`src/rtl/alu_seq.sv`:
```
// alu_seq: sequential ALU with single-cycle arithmetic/logic ops,
// shift-add signed multiply and bit-serial shifts.
module alu_seq #(
  parameter int WIDTH = 16
) (
  input  logic             clk,
  input  logic             rst_n,
  input  logic             start,
  input  logic [3:0]       opcode,
  input  logic [WIDTH-1:0] A,
  input  logic [WIDTH-1:0] B,
  input  logic             cin,
  output logic [WIDTH-1:0] out_w,
  output logic             zer,
  output logic             neg,
  output logic             cout,
  output logic             ovf,
  output logic             ill,
  output logic             busy,
  output logic             done
);

  localparam int SW = $clog2(WIDTH);
  localparam int CW = SW + 1;
  localparam int PW = 2 * WIDTH;

  localparam logic [3:0] OP_ADD  = 4'd0;
  localparam logic [3:0] OP_DBL  = 4'd1;
  localparam logic [3:0] OP_INC  = 4'd2;
  localparam logic [3:0] OP_SUBQ = 4'd3;
  localparam logic [3:0] OP_AND  = 4'd4;
  localparam logic [3:0] OP_OR   = 4'd5;
  localparam logic [3:0] OP_NOTB = 4'd6;
  localparam logic [3:0] OP_ZERO = 4'd7;
  localparam logic [3:0] OP_SUB  = 4'd8;
  localparam logic [3:0] OP_MUL  = 4'd9;
  localparam logic [3:0] OP_SRA  = 4'd10;
  localparam logic [3:0] OP_SLL  = 4'd11;

  typedef enum logic {
    IDLE,
    EXEC
  } state_t;

  typedef enum logic [1:0] {
    K_MUL,
    K_SRA,
    K_SLL
  } kind_t;

  state_t state_q, state_d;
  kind_t  kind_q;

  logic [PW-1:0]    acc_q;
  logic [PW-1:0]    mcand_q;
  logic [WIDTH-1:0] wrk_q;
  logic [CW-1:0]    cnt_q;

  logic [PW-1:0]    pp;
  logic [PW-1:0]    prod;
  logic [WIDTH-1:0] shv;
  logic             mul_ovf;
  logic             last;

  logic [SW-1:0]    shamt;
  logic             go_mul;
  logic             go_sh;

  logic [WIDTH-1:0] ax, ay, res_c;
  logic [WIDTH:0]   asum;
  logic             ac, arith;
  logic             cout_c, ovf_c, ill_c;

  logic             cap_mul, cap_sh;
  logic             fin_load;
  logic [WIDTH-1:0] fin_val;
  logic             fin_cout, fin_ovf, fin_ill;

  assign busy   = (state_q == EXEC);
  assign shamt  = B[SW-1:0];
  assign go_mul = (opcode == OP_MUL);
  assign go_sh  = ((opcode == OP_SRA) || (opcode == OP_SLL))
                  && (shamt != '0);

  // Single-cycle datapath: every adder op becomes x + y + c
  always_comb begin
    ax    = A;
    ay    = B;
    ac    = cin;
    arith = 1'b0;
    res_c = '0;
    ill_c = 1'b0;
    case (opcode)
      OP_ADD:  arith = 1'b1;
      OP_DBL: begin
        ax    = A << 1;
        ac    = 1'b0;
        arith = 1'b1;
      end
      OP_INC: begin
        ax    = B;
        ay    = '0;
        ac    = 1'b1;
        arith = 1'b1;
      end
      OP_SUBQ: begin
        ax    = B;
        ay    = ~($signed(B) >>> 2);
        ac    = 1'b1;
        arith = 1'b1;
      end
      OP_SUB: begin
        ay    = ~B;
        ac    = 1'b1;
        arith = 1'b1;
      end
      OP_AND:  res_c = A & B;
      OP_OR:   res_c = A | B;
      OP_NOTB: res_c = ~B;
      OP_ZERO: res_c = '0;
      OP_MUL:  res_c = '0;
      OP_SRA:  res_c = A;
      OP_SLL:  res_c = A;
      default: ill_c = 1'b1;
    endcase
    asum   = {1'b0, ax} + {1'b0, ay}
             + {{WIDTH{1'b0}}, ac};
    cout_c = arith & asum[WIDTH];
    ovf_c  = arith & (ax[WIDTH-1] == ay[WIDTH-1])
             & (asum[WIDTH-1] != ax[WIDTH-1]);
    if (arith) res_c = asum[WIDTH-1:0];
  end

  // Sign bit of the multiplier carries negative weight
  assign pp   = wrk_q[0] ? mcand_q : '0;
  assign prod = (cnt_q == CW'(WIDTH - 1))
                ? acc_q - pp : acc_q + pp;
  assign mul_ovf = !((&prod[PW-1:WIDTH-1])
                     || !(|prod[PW-1:WIDTH-1]));

  assign shv = (kind_q == K_SRA)
               ? {wrk_q[WIDTH-1], wrk_q[WIDTH-1:1]}
               : {wrk_q[WIDTH-2:0], 1'b0};

  always_comb begin
    case (kind_q)
      K_MUL:   last = (cnt_q == CW'(WIDTH - 1));
      K_SRA,
      K_SLL:   last = (cnt_q == CW'(1));
      default: last = 1'b0;
    endcase
  end

  always_ff @(posedge clk or negedge rst_n) begin
    if (!rst_n) state_q <= IDLE;
    else        state_q <= state_d;
  end

  always_comb begin
    state_d  = state_q;
    cap_mul  = 1'b0;
    cap_sh   = 1'b0;
    fin_load = 1'b0;
    fin_val  = res_c;
    fin_cout = cout_c;
    fin_ovf  = ovf_c;
    fin_ill  = ill_c;
    unique case (state_q)
      IDLE: begin
        if (start) begin
          unique case (1'b1)
            go_mul: begin
              cap_mul = 1'b1;
              state_d = EXEC;
            end
            go_sh: begin
              cap_sh  = 1'b1;
              state_d = EXEC;
            end
            default: fin_load = 1'b1;
          endcase
        end
      end
      EXEC: begin
        if (last) begin
          state_d  = IDLE;
          fin_load = 1'b1;
          fin_cout = 1'b0;
          fin_ill  = 1'b0;
          if (kind_q == K_MUL) begin
            fin_val = prod[WIDTH-1:0];
            fin_ovf = mul_ovf;
          end else begin
            fin_val = shv;
            fin_ovf = 1'b0;
          end
        end
      end
    endcase
  end

  always_ff @(posedge clk or negedge rst_n) begin
    if (!rst_n) begin
      acc_q   <= '0;
      mcand_q <= '0;
      wrk_q   <= '0;
      cnt_q   <= '0;
      kind_q  <= K_MUL;
    end else if (cap_mul) begin
      acc_q   <= '0;
      mcand_q <= {{WIDTH{A[WIDTH-1]}}, A};
      wrk_q   <= B;
      cnt_q   <= '0;
      kind_q  <= K_MUL;
    end else if (cap_sh) begin
      wrk_q   <= A;
      cnt_q   <= {1'b0, shamt};
      kind_q  <= (opcode == OP_SRA) ? K_SRA : K_SLL;
    end else if (busy) begin
      if (kind_q == K_MUL) begin
        acc_q   <= prod;
        mcand_q <= mcand_q << 1;
        wrk_q   <= wrk_q >> 1;
        cnt_q   <= cnt_q + CW'(1);
      end else begin
        wrk_q   <= shv;
        cnt_q   <= cnt_q - CW'(1);
      end
    end
  end

  always_ff @(posedge clk or negedge rst_n) begin
    if (!rst_n) begin
      out_w <= '0;
      zer   <= 1'b1;
      neg   <= 1'b0;
      cout  <= 1'b0;
      ovf   <= 1'b0;
      ill   <= 1'b0;
      done  <= 1'b0;
    end else begin
      done <= fin_load;
      if (fin_load) begin
        out_w <= fin_val;
        zer   <= (fin_val == '0);
        neg   <= fin_val[WIDTH-1];
        cout  <= fin_cout;
        ovf   <= fin_ovf;
        ill   <= fin_ill;
      end
    end
  end

endmodule

```
`config.mk`:
```
export PLATFORM = sky130hd
export DESIGN_NAME = alu_seq
export DESIGN_NICKNAME = d
export VERILOG_FILES = /design/src/rtl/alu_seq.sv
export SDC_FILE = /design/constraint.sdc
export NUM_CORES = 1
export LEC_CHECK = 0
export CORE_UTILIZATION = 55
export CTS_BUF_LIST = sky130_fd_sc_hd__clkbuf_16
export DETAILED_ROUTE_END_ITERATION = 12
export PLACE_DENSITY = 0.75
export SYNTH_ARGS = -nofsm -noshare
export SYNTH_HDL_FRONTEND = slang
export SYNTH_SLANG_ARGS = --single-unit
```
`constraint.sdc`:
```
create_clock -name clk -period 7.1 [get_ports clk]
set_input_delay 1.065 -clock clk [delete_from_list [all_inputs] [get_ports clk]]
set_output_delay 1.065 -clock clk [all_outputs]
set_load 0.02 [all_outputs]
```
==> results.py <==
metrics = {
    "run_status": {
        "status": "complete, no violations",
    },
    "global_route": {
        "grt_use_total_pct": 34.6,
        "grt_pass1_wl_um": 49600,
        "grt_max_degree": 78,
        "gr-total-overflow": 0,
        "antenna_found_initial": 0,
        "grt_pass1_vias": 9033,
    },
    "placed_design": {
        "hpwlAfterDp_um": 22500,
        "portBuffers": 62,
        "dp.cells": 1542,
        "routabilityCongestion": 0.926,
    },
    "pwr": {
        "p_comb_share_pct": 72.2,
        "p_sw_share_pct": 53.0,
        "seqPwrFrac_pct": 19.3,
        "power_frac_clock_pct": 8.5,
        "p_int_uw": 2880,
        "leakage_uw": 0.00453,
        "switching_power_uw": 3250,
        "ir_worst_vdd_uv": 465,
        "power_density_nw_per_um2": 562,
    },
    "routing": {
        "wl_um": 31000,
        "first_pass_iters": 5,
        "drtAntennaViolNets": 0,
        "drtIter0Drc": 941,
        "viasPerCell": 6.41,
        "detail_route.wl_per_cell_um": 19.9,
        "num_vias": 9981,
        "drc": 0,
    },
    "floorplanning": {
        "die_area_um2": 18600,
        "start_util_pct": 56.7,
        "die_x_um": 136,
        "io_pins": 63,
        "core_um2": 17500,
        "fp.dieH_um": 136,
        "rows": 48,
    },
    "final_layout": {
        "fillers": 1600,
        "finalNonFillerCells": 1558,
        "nNetsFinal": 1424,
        "layout-drive-gt1-share_pct": 4.13,
        "n_antenna_cell": 0,
        "syn_to_final_growth_pct": 10.1,
    },
    "logic_synthesis": {
        "syn_inst": 1322,
        "ys_seq_area_share_pct": 27.5,
        "synth_top_area_share_pct": 27.3,
        "async_flop_share_pct": 100,
        "synthDistinctLibCells": 71,
        "netlist_top_cells_count": "237 x nand2_1, 108 x dfrtp_1, 105 x a21oi_1",
        "yosysMostFrequentCell": "nand2_1",
        "synth_flop_cell": "dfrtp_1",
        "synth-warning-count": 0,
        "synth_edf_count": 0,
        "synthTopCellsByArea": "dfrtp_1 27%, nand2_1 9.0%, ha_1 6.7%",
        "yosysTopAreaCell": "dfrtp_1",
        "synth_fp_nets": 1418,
        "syn_area_um2": 9910,
        "ys_ff_latch": 109,
        "avgSynthCellArea_um2": 7.50,
    },
    "critical_path": {
        "ff2ff_path_depth": 19,
        "endpoint_kind": "register",
        "worstSetupStartpoint": "opcode[1]",
        "cp-start-kind": "input port",
        "critPathSlowestCell": "or4_1",
        "cp_cell_sequence": "clkdlybuf4s50_1 -> buf_4 -> nand3b_1 -> o22a_1 -> nor2_1 -> a21oi_1 -> fa_1 -> fa_1 -> nand2b_1 -> a21oi_1 -> o21ai_1 -> nand2_1 -> a21oi_1 -> xor2_1 -> o21ai_1 -> or4_1 -> nor4_1 -> nand4_1 -> o41ai_2",
        "worstPathMaxFanout": 42,
        "setup.worst_path.class": "input port to register",
        "crit_required_ns": 7.37,
        "cpPeakStageDelay_ns": 0.58,
        "r2r-start": "cnt_q[0]",
        "crit_top_cell": "a21oi_1",
        "arrival_ns": 6.09,
    },
    "clock_tree": {
        "clockBufferDepth": 2,
        "ctsResizeCount": 0,
        "root_buffer": "clkbuf_16",
        "htree_levels": 3,
        "clk_pin_slew_ns": 0.09,
        "clkLatencyLatePin_ns": 0.37,
        "cts_tree": "done",
        "clock-sinks": 109,
        "cts_setup_buffers": 0,
        "cts_hold_buf": 0,
        "cts_buffers": 9,
    },
    "sta": {
        "drv_slew": 0,
        "tightest_slew_ns": 1.30,
        "rsz0062_at_grt": "false",
        "setup_viol": 0,
        "fin_crit_ns": 5.82,
        "slew_headroom_pct": 13.1,
        "fin_skew_ns": 0.0125,
        "finalHoldViolCount": 0,
        "fin_setup_tns_ns": 0,
        "fin_crit_sh_pct": 82.0,
        "timing.fmax_mhz": 172,
    },
    "min_path": {
        "hold_depth": 2,
        "hold_start": "out_w[5]",
        "hold_class": "register to register",
    },
    "flow_run": {
        "drv_cap": 0,
    },
}
==> worst max-delay path: cells and delay by family <==
| family | cells | cell delay, ns |
|---|---|---|
| AO/OA/AOI/OAI | 7 | 1.19 |
| XOR/XNOR | 1 | 0.15 |
| adder cells (fa/ha/maj) | 2 | 0.88 |
| buffers and inverters | 2 | 0.85 |
| AND/OR/NAND/NOR | 7 | 1.92 |
==> final cells by class <==
class | instances | area, µm² | share of cell area (%)
Timing Repair Buffer | 83 | 771 | 7.06
Multi-Input combinational cell | 1099 | 6740 | 61.7
Tap cell | 225 | 282 | 2.58
Clock buffer | 9 | 225 | 2.06
Inverter | 26 | 97.6 | 0.894
Clock inverter | 7 | 72.6 | 0.665
Sequential cell | 109 | 2730 | 25.0
==> registers in the layout (all words and copies together) (netlist names) <==
name and flops:
wrk_q 16, ovf 1, done 1, zer 1, acc_q 32, busy 1
mcand_q 32, out_w 16, ill 1, kind_q 2, cnt_q 5, cout 1
==> path summary, 6_finish.rpt <==
path / end / slack [ns]
max in group asynchronous: wrk_q[1] / 5.09
hold reg to reg: out_w[5] / 0.49
setup reg to reg: zer / 1.32
min in group asynchronous: acc_q[26] / 0.62
setup / recovery: zer / 1.28
hold / removal: out_w[5] / 0.49
==> routing by layer <==
layer	vias to the layer above	GRT usage [%]	part of all wire (%)	wire length, µm
met1	4714	49.9	46	14100
met3	56	7.23	8.5	2620
met5	-	0	0	0
li1	4799	-	-	-
met4	0	10.8	2.5	772
met2	412	51.2	44	13500
==> cells by family (layout without fill, tap and decap cells) <==
logic type,count (synthesis),after routing,share of synthesized area [%]
AND/OR/NAND/NOR,497,497,22.6
AO/OA/AOI/OAI,436,436,27.8
flip-flops,109,109,27.5
adder cells (fa/ha/maj),72,72,8.91
XOR/XNOR,69,69,6.10
buffers and inverters,114,125,4.52
multiplexers,25,25,2.54
==> metrics by stage <==
| stage | utilization [%] | setup WS [ns] | power [µW] | hold slack (ns) | cell area [µm²] |
|---|---|---|---|---|---|
| 3_5_place_dp | 60.8 | 0.986 | 5520 | 0.463 | 10600 |
| 3_3_place_gp | 60.8 | 1.11 | 5460 | 0.457 | 10600 |
| 5_1_grt | 62.5 | 0.859 | 6690 | 0.515 | 10900 |
| 6_report | 62.5 | 1.28 | 6130 | 0.485 | 10900 |
| 2_1_floorplan | - | 1.62 | 4420 | 0.469 | 9910 |
| 4_1_cts | 62.5 | 1.38 | 6070 | 0.483 | 10900 |
==> layout by cell type, fill, tap and decap left out, types with 34 or more instances in the layout <==
| master | Yosys | routed |
|---|---|---|
| a211oi_1 | 35 | 35 |
| a21oi_1 | 105 | 105 |
| a22oi_1 | 41 | 41 |
| a31oi_1 | 36 | 36 |
| clkdlybuf4s50_1 | 0 | 60 |
| dfrtp_1 | 108 | 108 |
| ha_1 | 53 | 53 |
| nand2_1 | 237 | 236 |
| nand3_1 | 49 | 49 |
| nor2_1 | 87 | 87 |
| o21ai_0 | 102 | 102 |
| xnor2_1 | 35 | 35 |
| xor2_1 | 34 | 34 |
==> power by group through the flow <==
stage | clock network (µW) | logic [µW] | registers, µW
2_1_floorplan | 0 | 3240 | 1180
3_3_place_gp | 0 | 4280 | 1180
3_5_place_dp | 0 | 4340 | 1190
4_1_cts | 526 | 4360 | 1180
5_1_grt | 551 | 4910 | 1230
6_report | 520 | 4430 | 1190
Note: power is estimated with default switching activity, not from simulation.
